==> config.mk <==
export PLATFORM = sky130hd
export DESIGN_NAME = run_ctrl
export DESIGN_NICKNAME = d
export VERILOG_FILES = /design/src/rtl/run_ctrl_pkg.sv /design/src/rtl/btn_edge.sv /design/src/rtl/run_ctrl.sv
export SDC_FILE = /design/constraint.sdc
export NUM_CORES = 1
export LEC_CHECK = 0
export ABC_CLOCK_PERIOD_IN_PS = 5100
export CAP_MARGIN = 20
export CELL_PAD_IN_SITES_DETAIL_PLACEMENT = 2
export CELL_PAD_IN_SITES_GLOBAL_PLACEMENT = 2
export CORE_MARGIN = 10
export CORE_UTILIZATION = 28
export CTS_CLUSTER_DIAMETER = 60
export DETAILED_ROUTE_END_ITERATION = 8
export PLACE_DENSITY_LB_ADDON = 0.1
export SLEW_MARGIN = 5
export SYNTH_ARGS = -nofsm -noshare
export SYNTH_HDL_FRONTEND = slang
export SYNTH_SLANG_ARGS = --single-unit
==> constraint.sdc <==
create_clock -name clk -period 5.1 [get_ports clk]
set_input_delay 0.765 -clock clk [delete_from_list [all_inputs] [get_ports clk]]
set_output_delay 0.765 -clock clk [all_outputs]
set_load 0.05 [all_outputs]
==> src/rtl/run_ctrl_pkg.sv <==
// Shared state and halt-cause encodings for the debug run-state controller.
package run_ctrl_pkg;

  typedef enum logic [1:0] {
    ST_HALT  = 2'd0,
    ST_RUN   = 2'd1,
    ST_STEP  = 2'd2,
    ST_RUN_N = 2'd3
  } state_e;

  typedef enum logic [2:0] {
    CAUSE_NONE    = 3'd0,
    CAUSE_SYSCALL = 3'd1,
    CAUSE_BREAK   = 3'd2,
    CAUSE_STEP    = 3'd3,
    CAUSE_COUNT   = 3'd4,
    CAUSE_PAUSE   = 3'd5
  } cause_e;

  localparam int NCYC_W = 16;

endpackage

==> src/rtl/btn_edge.sv <==
// Two-flop synchroniser for an asynchronous debounced button followed by a
// rising-edge detector; a held button yields a single one-cycle pulse.
module btn_edge (
  input  logic clk,
  input  logic rst,
  input  logic btn_i,
  output logic pulse_o
);

  logic sync1_q;
  logic sync2_q;
  logic prev_q;

  always_ff @(posedge clk) begin
    if (rst) begin
      sync1_q <= 1'b0;
      sync2_q <= 1'b0;
      prev_q  <= 1'b0;
    end else begin
      sync1_q <= btn_i;
      sync2_q <= sync1_q;
      prev_q  <= sync2_q;
    end
  end

  // Pulse is visible the cycle after the second sync flop rises.
  assign pulse_o = sync2_q & ~prev_q;

endmodule

==> src/rtl/run_ctrl.sv <==
// Debug run-state controller: sequences RUN/HALT/STEP/RUN_N, drives the
// pipeline-wide enable and records why the pipeline last halted.
module run_ctrl
  import run_ctrl_pkg::*;
#(
  parameter int PC_W      = 32,
  parameter int CNT_W     = 32,
  parameter bit START_RUN = 1'b1
) (
  input  logic              clk,
  input  logic              rst,
  input  logic              go,
  input  logic              step,
  input  logic              pause,
  input  logic              run_n,
  input  logic [NCYC_W-1:0] n_cycles,
  input  logic              halt_req,
  input  logic              bp_en,
  input  logic [PC_W-1:0]   bp_addr,
  input  logic [PC_W-1:0]   pc,
  output logic              cpu_en,
  output logic              halted,
  output logic [2:0]        cause,
  output logic [CNT_W-1:0]  cycle_cnt
);

  logic go_p, step_p, pause_p, run_n_p;

  btn_edge u_go    (.clk(clk), .rst(rst), .btn_i(go),    .pulse_o(go_p));
  btn_edge u_step  (.clk(clk), .rst(rst), .btn_i(step),  .pulse_o(step_p));
  btn_edge u_pause (.clk(clk), .rst(rst), .btn_i(pause), .pulse_o(pause_p));
  btn_edge u_run_n (.clk(clk), .rst(rst), .btn_i(run_n), .pulse_o(run_n_p));

  state_e             state_q, state_d;
  cause_e             cause_q, cause_d;
  logic [NCYC_W-1:0]  cnt_q, cnt_d;
  logic               mask_q, mask_d;
  logic               bp_hold_q, bp_hold_d;
  logic               cpu_en_q, halted_q;
  logic [CNT_W-1:0]   cycle_cnt_q;
  logic               pc_match_s;
  logic               halt_sys_s;
  logic               halt_bp_s;

  assign pc_match_s = bp_en && (pc == bp_addr);
  assign halt_sys_s = !mask_q && halt_req;
  assign halt_bp_s  = !mask_q && pc_match_s && !bp_hold_q;

  always_comb begin
    state_d   = state_q;
    cause_d   = cause_q;
    cnt_d     = cnt_q;
    mask_d    = mask_q;
    bp_hold_d = bp_hold_q;
    case (state_q)
      ST_HALT: begin
        if (go_p) begin
          state_d   = ST_RUN;
          mask_d    = 1'b1;
          bp_hold_d = 1'b0;
        end else if (step_p) begin
          state_d   = ST_STEP;
          mask_d    = 1'b1;
          bp_hold_d = 1'b0;
        end else if (run_n_p && (n_cycles != {NCYC_W{1'b0}})) begin
          state_d   = ST_RUN_N;
          cnt_d     = n_cycles;
          mask_d    = 1'b1;
          bp_hold_d = 1'b0;
        end else begin
          state_d = ST_HALT;
        end
      end
      ST_RUN, ST_STEP, ST_RUN_N: begin
        mask_d = 1'b0;
        // A breakpoint PC swallowed by the resume mask stays ignored until the next resume.
        if (mask_q && pc_match_s) begin
          bp_hold_d = 1'b1;
        end else begin
          bp_hold_d = bp_hold_q;
        end
        if (halt_sys_s) begin
          state_d = ST_HALT;
          cause_d = CAUSE_SYSCALL;
          cnt_d   = {NCYC_W{1'b0}};
        end else if (halt_bp_s) begin
          state_d = ST_HALT;
          cause_d = CAUSE_BREAK;
          cnt_d   = {NCYC_W{1'b0}};
        end else if (pause_p) begin
          state_d = ST_HALT;
          cause_d = CAUSE_PAUSE;
          cnt_d   = {NCYC_W{1'b0}};
        end else if (state_q == ST_STEP) begin
          state_d = ST_HALT;
          cause_d = CAUSE_STEP;
        end else if (state_q == ST_RUN_N) begin
          if (cnt_q == {{(NCYC_W-1){1'b0}}, 1'b1}) begin
            state_d = ST_HALT;
            cause_d = CAUSE_COUNT;
            cnt_d   = {NCYC_W{1'b0}};
          end else begin
            cnt_d = cnt_q - {{(NCYC_W-1){1'b0}}, 1'b1};
          end
        end else begin
          state_d = ST_RUN;
        end
      end
      default: begin
        state_d = ST_HALT;
      end
    endcase
  end

  always_ff @(posedge clk) begin
    if (rst) begin
      state_q     <= START_RUN ? ST_RUN : ST_HALT;
      cpu_en_q    <= START_RUN;
      halted_q    <= !START_RUN;
      cause_q     <= CAUSE_NONE;
      cnt_q       <= {NCYC_W{1'b0}};
      mask_q      <= 1'b0;
      bp_hold_q   <= 1'b0;
      cycle_cnt_q <= {CNT_W{1'b0}};
    end else begin
      state_q   <= state_d;
      cpu_en_q  <= (state_d != ST_HALT);
      halted_q  <= (state_d == ST_HALT);
      cause_q   <= cause_d;
      cnt_q     <= cnt_d;
      mask_q    <= mask_d;
      bp_hold_q <= bp_hold_d;
      if (cpu_en_q) begin
        cycle_cnt_q <= cycle_cnt_q + {{(CNT_W-1){1'b0}}, 1'b1};
      end else begin
        cycle_cnt_q <= cycle_cnt_q;
      end
    end
  end

  assign cpu_en    = cpu_en_q;
  assign halted    = halted_q;
  assign cause     = cause_q;
  assign cycle_cnt = cycle_cnt_q;

endmodule

# Yosys cells after proc, flatten, opt, wreduce, memory -nomap -nowiden
# Index checks and enable logic that the tools add are counted.
# word_totals
regBits,69
inputBits,88
word_cells,95
# classes
addsub,2
eq_ne,12
n_mux,35
bitwise_logic,8
n_reduce_logical,18
# op_table
op,count
$mux 16,9
$add 32x1->32 const B,1
$eq 32x32->1,1
$pmux 16 s2,1
$mux 2,9
$mux 3,6
$eq 16x1->1 const B,1
$reduce_bool 16->1,1
$sub 16x1->16 const B,1
$ne 5x5->1 const B,2
$reduce_bool 5->1,2
$ne 2x2->1 const B,4
$mux 1,7
$logic_and 1x1->1,6
$reduce_and 5->1,1
$and 1x1->1,4
$eq 2x2->1 const B,2
$logic_not 2->1,2
$ne 4x4->1 const B,1
$not 1->1,4
$pmux 1 s2,2
$pmux 2 s2,1
$reduce_and 3->1,1
$reduce_or 3->1,1
4 further kinds,5

# Longest topological paths before layout
# Gate-level depths: netlist of the first run.
# depth
ltp_word,9
ltp_mapped,10
mapped_depth_nobuf,8

# Cells and area by module
# Synthesis of the first run repeated with hierarchy kept, for this count alone.
# unflattened
cells_unflattened,415
area_unflattened_um2,3573.4
# by_module_without_submodules
mod,instances,cells_each,area_each_um2,seq_area_each_um2
run_ctrl,1,387,3223.1,1141.1
btn_edge,4,7,87.6,60.1

# Worst setup path before layout of the first run
# No wires, ideal clock.
# synth_timing
path_kind,input -> register
startpoint,input bp_addr[12]
endpoint,register cnt_q[10]
t_arrival_ns,2.916
required_ns,5.008
slack_ns,2.092
stages,10
n_path_buf,3
path_cell_list,nor2b_1 a2111o_1 or4_1 and4bb_1 buf_6 nor4_4 or2_1 buf_6 buf_6 o32ai_1
# synth_via
elab_chain_cells,7
# synth_lines
element,line,text
"start, declared",run_ctrl.sv:19,"input logic [PC_W-1:0] bp_addr,"
$eq 32x32->1 (*),run_ctrl.sv:45,assign pc_match_s = bp_en && (pc == bp_addr);
$logic_and 1x1->1 (*),run_ctrl.sv:45,
$logic_and 1x1->1 (*) (2 in a row),run_ctrl.sv:47,assign halt_bp_s = !mask_q && pc_match_s && !bp_hold_q;
$mux 16,run_ctrl.sv:86,end else if (halt_bp_s) begin
$mux 16,run_ctrl.sv:82,if (halt_sys_s) begin
$pmux 16 s2,run_ctrl.sv:55,case (state_q)
"end signal, assigned",run_ctrl.sv:121,cnt_q <= {NCYC_W{1'b0}};
"end signal, assigned",run_ctrl.sv:130,cnt_q <= cnt_d;
"end, declared",run_ctrl.sv:36,"logic [NCYC_W-1:0] cnt_q, cnt_d;"
# Mark *: on every way between the ends. The rest lies on a longest branch, timed or not.
# A chain may end at the register's enable or synchronous reset.

# Worst setup path in the final report of the first run
# layout_timing
startpoint,input bp_addr[12]
endpoint,register cnt_q[12]
# The elaborated chain is that of the path after synthesis.

==> results.py, run 1 <==
metrics = {
    "synthesis": {
        "yosys.cell_types.count": 45,
        "synth_enable_flop_cells": 0,
        "postSynthCellCount": 427,
        "synth.yosys.seq_area_share_pct": 38.4,
        "synth-compound-area-share_pct": 15.8,
        "postSynthNetCount": 518,
        "avgSynthCellArea_um2": 8.43,
        "synth-main-ff-cell": "sky130_fd_sc_hd__dfxtp_1",
        "number_of_warnings_printed_during_yosys_synthesis": 0,
        "synth.ff_latch_count": 69,
        "mappedNetlistArea_mm2": 0.00360,
        "synthSimpleGateAreaFrac_pct": 27.5,
        "synth-xor-area-share_pct": 12.4,
        "synthAdderAreaFrac_pct": 1.04,
        "async_flop_share_pct": 0,
        "proportion_of_synthesized_area_in_mux_cells_pct": 0.278,
        "main_combinational_cell_family_by_area_after_synthesis": "simple AND/OR/NAND/NOR gates",
    },
    "finish": {
        "layout-drive-gt1-share_pct": 4.53,
        "final_area_mm2": 0.00532,
        "multiInputGateArea_mm2": 0.00207,
        "area_delta_synth_final_pct": 47.8,
        "register_area_mm2": 0.00138,
        "utilization_pct": 42.2,
        "insertedDiodeCount": 0,
        "num-nets-final": 639,
        "number_of_inserted_filler_cells_in_the_final_layout": 1410,
    },
    "critical_path": {
        "critical_path.max_stage_delay_ns": 0.63,
        "timing.critical_path.from_type": "input pin",
        "cp_slowest_cell": "sky130_fd_sc_hd__and4bb_1",
        "critical_path_required_ns": 5.33,
        "path_cells": "clkdlybuf4s50_1 > nor2b_1 > a2111o_1 > or4_1 > and4bb_1 > o41ai_2 > buf_4 > or2_1 > o32ai_1",
        "reg2reg_depth": 7,
        "worst_setup_ep_type": "register",
        "worst_ep_arrival_time_ns": 4.05,
        "crit_fanout": 17,
        "crit_type": "in -> reg",
    },
    "run_status": {
        "outcome": "finished, final reports clean",
    },
    "timing": {
        "final_critical_path_setup_slack_ns": 1.29,
        "finalSetupViolations": 0,
        "grt_setup_unrepaired": "false",
        "achievable-frequency_mhz": 262,
        "timing.clock.skew_ns": 0.00742,
        "final_max_slew_viol_count": 0,
        "final_min_period_over_clock_period_pct": 74.7,
        "timing.setup.tns_ns": 0,
        "period_needed_ns": 3.81,
        "final_hold_violations": 0,
        "tightest_slew_ns": 1.02,
        "slew_headroom_pct": 31.5,
    },
    "clock_tree": {
        "clock_tree.root_cell": "sky130_fd_sc_hd__clkbuf_16",
        "cts_inserted_buffers": 9,
        "clock_sinks": 69,
        "cts.reportedPaths.clkPinSlew_ns": 0.06,
        "postCtsSetupBuffers": 0,
        "post_cts_resize_count": 0,
        "clock_latency_ns": 0.34,
        "tritoncts": "done",
        "cts.hold.buffers_added": 0,
        "buffer_depth_of_the_longest_clock_path": 2,
        "ctsHtreeMaxLevel": 3,
    },
    "route": {
        "post_drt_wl_per_cell_um": 17.9,
        "drc_errors": 0,
        "drtPass1Iterations": 5,
        "via_count": 3631,
        "ant_nets": 0,
        "first_drt_iteration_drcs": 158,
        "drt_wl_total_um": 13000,
        "route.detailed.vias_per_inst": 5.02,
    },
    "floorplanning": {
        "fp.dieH_um": 133,
        "initial_utilization_pct": 28.5,
        "design.core.area_mm2": 0.0126,
        "area_of_the_die_mm2": 0.0178,
        "placementRows": 41,
        "top_level_i_o_count": 125,
        "die-width_um": 133,
    },
    "power_and_ir_drop": {
        "switching_share_pct": 28.9,
        "pwr-share-comb_pct": 24.2,
        "pwr_density_cell_mw_per_mm2": 313,
        "switchingPower_uw": 481,
        "power.share.sequential_pct": 35.9,
        "cell_internal_pwr_uw": 1180,
        "p_clk_share_pct": 39.9,
        "max-vdd-ir-drop_uv": 166,
        "static-leakage-power_uw": 0.00192,
    },
    "placement": {
        "dpl_cell_area_mm2": 0.00500,
        "post-place-ws_ns": 0.949,
        "hpwl_um": 10100,
        "port-buffer-count": 124,
        "gp_routability_congestion": 0.737,
    },
    "global_routing": {
        "globalRoute.totalOverflow": 0,
        "grt_util_met3_pct": 5.83,
        "met1_usage_pct": 15.4,
        "grt_first_pass_wirelength_um": 21400,
        "top_usage_layer": "met2",
        "first_global_vias": 4110,
        "grtUsageMet2_pct": 26.5,
        "track_usage_pct": 14.7,
        "grt_max_degree": 37,
        "antenna_found_initial": 0,
    },
    "min_path": {
        "hold-path-cell-count": 1,
        "min-delay-path-class": "reg -> reg",
    },
    "job": {
        "max_cap_violations": 0,
    },
}
==> placed cells by master (no fill, tap or decap), types with 2 or more instances in the layout <==
master / n
sky130_fd_sc_hd__nor2_1: 41
sky130_fd_sc_hd__buf_2: 2
sky130_fd_sc_hd__nand3_1: 7
sky130_fd_sc_hd__a22oi_1: 3
sky130_fd_sc_hd__nand4_1: 13
sky130_fd_sc_hd__o32ai_1: 14
sky130_fd_sc_hd__a221o_1: 2
sky130_fd_sc_hd__and4_1: 5
sky130_fd_sc_hd__nor4_1: 10
sky130_fd_sc_hd__nor3b_1: 2
sky130_fd_sc_hd__nor2b_1: 17
sky130_fd_sc_hd__and3_1: 7
sky130_fd_sc_hd__xnor2_1: 18
sky130_fd_sc_hd__nand2b_1: 10
sky130_fd_sc_hd__o21ai_0: 8
sky130_fd_sc_hd__xor2_1: 33
sky130_fd_sc_hd__ha_1: 3
sky130_fd_sc_hd__o2111ai_1: 2
sky130_fd_sc_hd__nor3_1: 11
sky130_fd_sc_hd__bufinv_16: 2
sky130_fd_sc_hd__a32oi_1: 11
sky130_fd_sc_hd__dfxtp_1: 69
sky130_fd_sc_hd__and2_1: 6
sky130_fd_sc_hd__a21oi_1: 8
sky130_fd_sc_hd__nand4b_1: 2
sky130_fd_sc_hd__clkbuf_16: 9
sky130_fd_sc_hd__nand2_1: 48
sky130_fd_sc_hd__clkdlybuf4s50_1: 123
sky130_fd_sc_hd__buf_4: 3
sky130_fd_sc_hd__o41ai_1: 3
sky130_fd_sc_hd__inv_1: 19
sky130_fd_sc_hd__a211oi_1: 14
sky130_fd_sc_hd__or3_1: 6
sky130_fd_sc_hd__clkinv_2: 3
==> metrics by stage <==
step                total power [uW]  cells  hold WS (ns)
floorplan                        847    427         0.414
global placement                1000    708         0.422
detailed placement              1010    708         0.433
CTS                             1690    723         0.441
global route                    1760    724         0.461
finish                          1660    724         0.435
==> final timing paths <==
check,start,end,slack (ns)
setup / recovery,bp_addr[12],cnt_q[12],1.29
hold / removal,u_go.sync1_q,u_go.sync2_q,0.44
setup reg to reg,cnt_q[9],cnt_q[14],2.14
hold reg to reg,u_go.sync1_q,u_go.sync2_q,0.44
==> logic make-up (layout without fill, tap and decap cells) <==
kind of cell,count (synthesis),in the layout
simple gates,191,191
buf+inv,38,163
flops,69,69
fa+ha+maj,3,3
compound gates,74,74
xor+xnor,51,51
mux,1,1
==> per-layer routing <==
layer	vias to the layer above	part of all wire [%]
met3	8	6.0
met4	0	0.96
met1	1783	40
met5	-	0
li1	1769	-
met2	71	53
==> state kept, by name, indices dropped and copies added (netlist names), 2 cells and up <==
| register | flops |
|---|---|
| cycle_cnt | 32 |
| cnt_q | 16 |
| cause | 3 |
| state_q | 2 |
==> synthesized netlist by cell type, types with 10 or more instances <==
master,n,area [um2]
sky130_fd_sc_hd__a32oi_1,11,96.3
sky130_fd_sc_hd__xor2_1,33,289
sky130_fd_sc_hd__nor3_1,12,60.1
sky130_fd_sc_hd__a211oi_1,14,105
sky130_fd_sc_hd__nor2b_1,17,106
sky130_fd_sc_hd__dfxtp_1,69,1380
sky130_fd_sc_hd__nor4_1,10,62.6
sky130_fd_sc_hd__nand2b_1,10,62.6
sky130_fd_sc_hd__nand4_1,13,81.3
sky130_fd_sc_hd__inv_1,19,71.3
sky130_fd_sc_hd__clkbuf_1,15,56.3
sky130_fd_sc_hd__o32ai_1,14,123
sky130_fd_sc_hd__xnor2_1,18,158
sky130_fd_sc_hd__nor2_1,41,154
sky130_fd_sc_hd__nand2_1,48,180
==> critical path: cells and delay by family <==
kind | cells | cell delay (ns)
AO/OA/AOI/OAI | 3 | 0.90
buffers and inverters | 2 | 0.62
AND/OR/NAND/NOR | 4 | 1.76
==> power groups by stage <==
stage / clock network (uW) / registers [uW] / logic (uW)
6_report: 664 / 598 / 403
5_1_grt: 712 / 603 / 445
4_1_cts: 687 / 598 / 406
3_5_place_dp: 0 / 610 / 402
3_3_place_gp: 0 / 607 / 392
2_1_floorplan: 0 / 624 / 223
==> area by class of cell <==
type | count | area share (%)
flip-flops and latches | 69 | 26.0
repair buffers | 128 | 23.7
multi-input cells | 320 | 39.0
clock inverters | 5 | 1.41
inverters | 20 | 1.41
clock buffers | 10 | 4.49
well taps | 172 | 4.04
Power figures use the tool's default switching activity.
==> run 2: changes to the inputs <==
Settings changed: ABC_CLOCK_PERIOD_IN_PS 5100 to 3500, CORE_UTILIZATION 28 to 23.
Clock period 5.1 ns to 3.5 ns, I/O delays scaled along.
==> run 2 against run 1 <==
Count of clock-buffer cells in the layout up 1; die area up 18%; combinational power up 48%; routed wire length up 4.5%; clock power up 54%; core utilization down 6.6 points; sequential power up 46%; power up 49%; sequential share of layout area down 0.53 points; clock skew about the same; sequential cell count unchanged; largest cell class unchanged; largest power group unchanged; highest routed layer unchanged.
==> results.py, run 2 (synthesis results as in run 1) <==
metrics = {
    "clock_tree": {
        "clock_sinks": 69,
        "cts_inserted_buffers": 9,
        "tritoncts": "done",
        "clock_tree.root_cell": "sky130_fd_sc_hd__clkbuf_16",
        "post_cts_resize_count": 0,
        "cts.hold.buffers_added": 0,
        "postCtsSetupBuffers": 0,
        "ctsHtreeMaxLevel": 3,
        "cts.reportedPaths.clkPinSlew_ns": 0.06,
        "buffer_depth_of_the_longest_clock_path": 2,
        "clock_latency_ns": 0.34,
    },
    "route": {
        "drt_wl_total_um": 13600,
        "drc_errors": 0,
        "via_count": 3662,
        "route.detailed.vias_per_inst": 4.76,
        "first_drt_iteration_drcs": 163,
        "drtPass1Iterations": 4,
        "ant_nets": 0,
        "post_drt_wl_per_cell_um": 17.6,
    },
    "timing": {
        "achievable-frequency_mhz": 332,
        "final_max_slew_viol_count": 0,
        "period_needed_ns": 3.02,
        "timing.clock.skew_ns": 0.00724,
        "slew_headroom_pct": 32.7,
        "final_critical_path_setup_slack_ns": 0.484,
        "tightest_slew_ns": 1.01,
        "final_min_period_over_clock_period_pct": 86.2,
        "finalSetupViolations": 0,
        "final_hold_violations": 0,
        "grt_setup_unrepaired": "false",
        "timing.setup.tns_ns": 0,
    },
    "critical_path": {
        "reg2reg_depth": 7,
        "r2r_slack_ns": 0.67,
        "crit_fanout": 7,
        "worst_ep_arrival_time_ns": 3.24,
        "timing.critical_path.from": "bp_addr[12]",
        "critical_path_required_ns": 3.72,
        "cp_slowest_cell": "sky130_fd_sc_hd__or4_1",
        "critical_path.max_stage_delay_ns": 0.52,
        "worstReg2RegStart": "cnt_q[3]",
        "crit_type": "in -> reg",
        "timing.critical_path.from_type": "input pin",
        "worst_setup_ep_type": "register",
        "path_cells": "clkdlybuf4s50_1 > nor2b_1 > a2111o_1 > or4_1 > and4bb_1 > buf_4 > o21ai_1 > and4_1 > a41o_1",
        "reg2reg_to": "cnt_q[10]",
    },
    "placement": {
        "hpwl_um": 10400,
        "post-place-ws_ns": 0.109,
        "gp_routability_congestion": 0.748,
        "port-buffer-count": 124,
    },
    "finish": {
        "insertedDiodeCount": 0,
        "num-nets-final": 644,
        "commonest_cells_after_routing_fill_and_taps_aside": "sky130_fd_sc_hd__clkdlybuf4s50_1, sky130_fd_sc_hd__dfxtp_1, sky130_fd_sc_hd__nand2_1",
        "largest_register_ffs": 32,
        "layout-drive-gt1-share_pct": 5.56,
        "area_delta_synth_final_pct": 50.9,
        "layout.cells.most_common": "sky130_fd_sc_hd__clkdlybuf4s50_1",
        "utilization_pct": 35.6,
    },
    "floorplanning": {
        "initial_utilization_pct": 23.6,
        "top_level_i_o_count": 125,
        "design.core.area_mm2": 0.0153,
        "area_of_the_die_mm2": 0.0211,
        "die-width_um": 145,
        "placementRows": 45,
        "fp.dieH_um": 145,
    },
    "global_routing": {
        "grt_max_degree": 58,
        "grt_first_pass_wirelength_um": 22300,
        "globalRoute.totalOverflow": 0,
        "track_usage_pct": 12.8,
        "antenna_found_initial": 0,
        "first_global_vias": 4128,
    },
    "min_path": {
        "hold_path.startpoint": "u_run_n.sync1_q",
        "min-delay-path-class": "reg -> reg",
        "hold-path-cell-count": 1,
        "hold_path_end": "u_run_n.sync2_q",
    },
    "power_and_ir_drop": {
        "cell_internal_pwr_uw": 1760,
        "static-leakage-power_uw": 0.00195,
        "switchingPower_uw": 730,
        "max-vdd-ir-drop_uv": 236,
        "power_uw": 2490,
        "pwr-share-comb_pct": 23.9,
        "power.share.sequential_pct": 35.0,
        "switching_share_pct": 29.3,
        "p_clk_share_pct": 41.1,
        "pwr_density_cell_mw_per_mm2": 458,
    },
    "job": {
        "max_cap_violations": 0,
    },
    "run_status": {
        "outcome": "finished, final reports clean",
    },
}
-- run 2: metrics by stage --
stage	instance area [um2]	instances	hold WS, ns
6_report	5430	769	0.441
3_5_place_dp	5100	753	0.428
5_1_grt	5430	769	0.473
2_1_floorplan	3600	427	0.414
3_3_place_gp	5100	753	0.423
4_1_cts	5430	769	0.448
-- run 2: worst max-delay path, delay by kind of cell --
| family | cells | cell delay (ns) |
|---|---|---|
| AO/OA/AOI/OAI | 3 | 0.76 |
| AND/OR/NAND/NOR | 4 | 1.35 |
| buffers and inverters | 2 | 0.60 |
-- run 2: cell type report --
cell class	instances	area (um2)
Sequential cell	69	1380
Tap cell	211	264
Multi-Input combinational cell	320	2070
Inverter	20	75.1
Clock buffer	11	253
Timing Repair Buffer	133	1300
Fill cell	1750	9830
Clock inverter	5	82.6
-- run 2: routing by layer --
layer / share of wire (%) / track usage [%]
met5: 0 / 0
met4: 1.1 / 3.34
met3: 7.0 / 5.22
met2: 49 / 21.8
met1: 43 / 14.5
-- run 2: worst max path at each step --
stage	end	slack, ns	cells after the start
final	cause[2]	0.48	9
after global routing	cnt_q[9]	0.29	9
after CTS	cnt_q[6]	0.47	9
after detailed placement	cause[2]	0.11	9
after global placement	cause[2]	0.21	9
after floorplan	cnt_q[10]	0.73	10
-- run 2: power groups by stage --
stage	logic [uW]	registers, uW	clock network [uW]
3_3_place_gp	578	886	0
5_1_grt	661	879	1090
3_5_place_dp	599	888	0
2_1_floorplan	325	909	0
4_1_cts	602	871	1050
6_report	595	871	1020
==> edit 1: new RTL, config.mk and constraints of run 2 <==
Set the parameter `CNT_W` to 36 (it was 32).
--- a/src/rtl/run_ctrl.sv
+++ b/src/rtl/run_ctrl.sv
@@ -4,7 +4,7 @@
   import run_ctrl_pkg::*;
 #(
   parameter int PC_W      = 32,
-  parameter int CNT_W     = 32,
+  parameter int CNT_W     = 36,
   parameter bit START_RUN = 1'b1
 ) (
   input  logic              clk,
Ports: changed (resized cycle_cnt); port bits go from 125 to 129. No check against the original RTL was run, so the function may have changed too.
==> edit 1 against run 2 <==
  * Sequential cell count increased by 4
  * Sequential power increased by 6.1%
  * First-iteration DRC count decreased by 45%
  * Fmax increased by 17%
  * Final area increased by 5.1%
  * Largest power group unchanged
  * Critical path type unchanged
  * Via count increased by 1.8%
  * Synthesized cell count increased by 3.5%
  * Critical path depth unchanged
  * Total power increased by 4.3%
  * Highest routed layer unchanged
  * Non-clock buffer count increased by 1
  * Wire length decreased by 4.0%
  * Setup slack improved by 430 ps
  * Synthesized area increased by 6.3%
  * Hold slack about the same
==> edit 1: results (changes against run 2) <==
Pin count of the biggest net entering global routing -> 82 (+41%)
Post-DP HPWL -> 10000 µm (-3.8%)
N_diodes -> 0 (unchanged)
Initial antenna violation count -> 0 (unchanged)
Share of layout cells above drive strength 1 -> 0.0718 (+0.0162)
Worst slew pin tran -> 689 ps (-317 ps)
Input/output buffers -> 128 (+3.2%)
Cell variety after synth -> 50 (+11%)
Area contributors post-synth -> dfxtp_1, xor2_1, xnor2_1
Maximum VDD drop -> 0.192 mV (-19%)
Worst stage delay on the critical path -> 480 ps (-40 ps)
Via count -> 3727 (+1.8%)
Layout filler cell count -> 1852 (+5.8%)
Post-synthesis sequential area ratio -> 0.382 (-0.00190)
Slowest stage cell, crit path -> clkdlybuf4s50_1
Synth top cells by count -> dfxtp_1, nor2_1, xor2_1
Initial DRC Count -> 90 (-45%)
Crit path max fanout -> 30 (+23)
Routed WL -> 13000 µm (-4.0%)
CP arrival -> 2790 ps (-450 ps)
Top-area cell type share of the netlist area -> 0.382 (-0.00190)
Worst hold path type -> register to register
Max H-tree Level -> 3 (unchanged)
Global-route wire length before repair -> 21300 µm (-4.2%)
Max clock buf depth -> 2 (unchanged)
Fin nets -> 657 (+2.0%)
Postcts setup bufs -> 0 (unchanged)
Skew final -> 7.45 ps (+0.215 ps)
CTS Root Cell -> clkbuf_16
Post-CTS sizing -> 0 (unchanged)
Ys Warns -> 0 (unchanged)
Leakage -> 0.00204 µW (+4.6%)
Status -> finished, final reports clean
GP Congestion -> 0.766 (+2.4%)
Synth Net Count -> 533 (+2.9%)
Total track usage -> 0.118 (-0.00969)
Max reg flops -> 36 (+13%)
R2R setup slack -> 1180 ps (+510 ps)
Clock latency on the worst-skew pair -> 340 ps (about the same)
CP delay by family, top -> simple AND/OR/NAND/NOR gates
Async SR Flop Fraction -> 0 (unchanged)
Vias in the first global route -> 4152 (+0.58%)
Register clock-pin slew on the reported worst setup and hold paths -> 60 ps (about the same)
[edit 1: cell types whose count changed in the layout (fill, tap and decap cells not counted), sizes merged, moves of 9 or more]
cell and change:
nand2b +11, xnor2 +10, nand2 -22, nor2 +10
a21oi +19, a211oi -12, inv -9
[edit 1: power breakdown]
part	internal (µW)	switching (µW)	leakage (µW)
clock	715	368	0.000166
combinational	272	314	0.00128
sequential	875	49.8	0.000594
total	1860	732	0.00204
[edit 1: final timing paths]
kind,startpoint,end,depth (start not counted)
worst min register to register,u_run_n.sync1_q,u_run_n.sync2_q,1
worst max register to register,cnt_q[3],cnt_q[9],5
worst min-delay path,u_run_n.sync1_q,u_run_n.sync2_q,1
worst max-delay path,bp_addr[8],cnt_q[14],9
[edit 1: cell type report]
class                           count  share of cell area
Multi-Input combinational cell    337               0.395
Sequential cell                    73               0.256
Tap cell                          220              0.0482
Timing Repair Buffer              134               0.234
Clock inverter                      5              0.0180
Inverter                           11             0.00723
Clock buffer                       11              0.0425
[edit 1: cells by family (layout without fill, tap and decap cells)]
| group | Yosys count | in the layout | synth area share |
|---|---|---|---|
| simple gates | 192 | 192 | 0.288 |
| buf+inv | 32 | 161 | 0.0333 |
| compound gates | 78 | 78 | 0.140 |
| fa+ha+maj | 3 | 3 | 0.00980 |
| xor+xnor | 61 | 61 | 0.140 |
| flops | 73 | 73 | 0.382 |
| mux | 3 | 3 | 0.00784 |
[edit 1: routing by layer]
metal	vias up	track usage	share of wire
met2	100	0.196	0.47
met5	-	0	0
met4	0	0.0451	0.015
met1	1796	0.126	0.41
li1	1821	-	-
met3	10	0.0610	0.10
[edit 1: per-stage QoR]
stage | hold slack, ps | std cells | worst slack [ps] | instance area, µm² | total power (µW)
after global routing | 444 | 791 | 648 | 5710 | 2750
after global placement | 427 | 775 | 497 | 5370 | 1520
after floorplan | 414 | 442 | 1190 | 3830 | 1290
after CTS | 429 | 791 | 862 | 5710 | 2650
after detailed placement | 436 | 775 | 502 | 5370 | 1540
final | 440 | 791 | 916 | 5710 | 2590
[edit 1: worst register-to-register path: stages (launching register included)]
cell	delay (ps)
dfxtp_1	340
nor4_1	640
nand2_1	230
nor3_1	530
a32oi_1	210
o32ai_1	270
==> edit 2: new RTL, config.mk and constraints of run 2 <==
Made on the original files. Make the reset (`rst`) asynchronous in 2 clocked blocks.
--- a/src/rtl/btn_edge.sv
+++ b/src/rtl/btn_edge.sv
@@ -11,7 +11,7 @@
   logic sync2_q;
   logic prev_q;
 
-  always_ff @(posedge clk) begin
+  always_ff @(posedge clk or posedge rst) begin
     if (rst) begin
       sync1_q <= 1'b0;
       sync2_q <= 1'b0;
--- a/src/rtl/run_ctrl.sv
+++ b/src/rtl/run_ctrl.sv
@@ -112,7 +112,7 @@
     endcase
   end
 
-  always_ff @(posedge clk) begin
+  always_ff @(posedge clk or posedge rst) begin
     if (rst) begin
       state_q     <= START_RUN ? ST_RUN : ST_HALT;
       cpu_en_q    <= START_RUN;
Function: differs if rst is asserted again (counterexample within 4 cycles, from zero or initial values and one cycle with rst high); with rst held inactive, the same outputs for 4 cycles.
==> edit 2 against run 2 <==
  * Register-to-register slack better by 170 ps
  * Setup slack better by 300 ps
  * Final area is 4.2% higher
  * Critical path depth is 1 higher
  * Clock skew is 5.7 ps higher
  * Wire length is 0.80% lower
  * Sequential cell count stayed put
  * Synthesized area is 5.6% higher
Power is not compared: it rests on default switching activity, and its combinational part moved more than twofold at a synthesized area within 25%.
==> edit 2: results (changes against run 2) <==
Vias in the first global route -> 3925 (-4.9%)
Synth Net Count -> 488 (-5.8%)
Status -> finished, final reports clean
Register clock-pin slew on the reported worst setup and hold paths -> 60 ps (about the same)
Cts bufs inserted -> 9 (unchanged)
Total track usage -> 0.125 (-0.00250)
Maximum VDD drop -> 0.473 mV
Max_slew headroom -> 0.493 (+0.166)
Initial antenna violation count -> 0 (unchanged)
Async SR Flop Fraction -> 1.00 (+1.00)
Post-CTS sizing -> 0 (unchanged)
Leakage -> 0.00221 µW
Fin nets -> 624 (-3.1%)
CTS Root Cell -> clkbuf_16
Input/output buffers -> 124 (unchanged)
Post-synthesis sequential area ratio -> 0.455 (+0.0710)
Initial DRC Count -> 91 (-44%)
Max H-tree Level -> 3 (unchanged)
Worst Hold Launch -> u_step.sync1_q
Cell variety after synth -> 46 (+2.2%)
RR Endpoint -> cnt_q[8]
Worst hold path type -> register to register
Clock latency on the worst-skew pair -> 340 ps (about the same)
CP endpoint -> cnt_q[15]
Share of layout cells above drive strength 1 -> 0.0911 (+0.0355)
Fin Hold WS -> 347 ps (-93.4 ps)
Skew final -> 12.9 ps (+5.65 ps)
Global-route wire length before repair -> 21900 µm (-1.4%)
Via count -> 3519 (-3.9%)
Ys Warns -> 0 (unchanged)
Max reg flops -> 32 (unchanged)
Hold path cells -> 0 (-1)
Main synth FF type -> dfrtp_1
1st-pass router iterations -> 4 (unchanged)
Pin count of the biggest net entering global routing -> 39 (-33%)
Post-DP HPWL -> 10600 µm (+1.6%)
Max clock buf depth -> 2 (unchanged)
GP Congestion -> 0.732 (-2.2%)
Reg2reg start -> cnt_q[7]
Worst-case hold path end point -> u_step.sync2_q
CP arrival -> 2910 ps (-330 ps)
R2R setup slack -> 840 ps (+170 ps)
Synth top cells by count -> dfrtp_1, xnor2_1, nand2_1
Postcts setup bufs -> 0 (unchanged)
# DRC -> 0 (unchanged)
Routed WL -> 13400 µm (-0.80%)
Critical Path Start -> n_cycles[0]
R2R cell count -> 7 (unchanged)
Area contributors post-synth -> dfrtp_1, xnor2_1, nand2_1
N_diodes -> 0 (unchanged)
Crit path max fanout -> 13 (+6)
[edit 2: routing by layer]
metal	vias to the layer above	global-route usage	share of wire
met5	-	0	0
met4	0	0.0357	0.015
met3	14	0.0361	0.038
met2	52	0.217	0.51
met1	1779	0.147	0.43
li1	1674	-	-
[edit 2: kinds of logic (layout without fill, tap and decap cells)]
group | count (synthesis) | after routing | share of synthesized area
fa+ha+maj | 3 | 3 | 0.00987
buf+inv | 23 | 164 | 0.0296
mux | 4 | 4 | 0.0115
compound gates | 71 | 71 | 0.130
flops | 69 | 69 | 0.455
simple gates | 164 | 164 | 0.219
xor+xnor | 63 | 63 | 0.145
[edit 2: report_power, final]
group	switching, µW	internal [µW]
combinational	981	698
clock	358	573
sequential	196	982
total	1540	2250
[edit 2: through the flow]
| step | std cells | utilization | worst slack, ps | cell area (µm²) |
|---|---|---|---|---|
| 6_report | 754 | 0.352 | 784 | 5660 |
| 5_1_grt | 754 | 0.352 | 564 | 5660 |
| 4_1_cts | 754 | 0.352 | 715 | 5660 |
| 3_5_place_dp | 738 | 0.334 | 360 | 5360 |
| 3_3_place_gp | 738 | 0.334 | 306 | 5360 |
| 2_1_floorplan | 397 | - | 1130 | 3800 |
[edit 2: cell type report]
cell class,instances,area [µm²]
Clock buffer,11,243
Fill cell,1768,10400
Clock inverter,5,58.8
Sequential cell,69,1730
Inverter,10,37.5
Multi-Input combinational cell,305,1960
Tap cell,216,270
Timing Repair Buffer,138,1360
[edit 2: critical path, stage by stage]
cell	delay (ps)
clkdlybuf4s50_1	420
nor4_1	500
buf_4	200
a41o_1	270
o31ai_1	140
buf_4	240
o21ai_0	130
buf_4	180
and2_1	170
o221ai_1	140
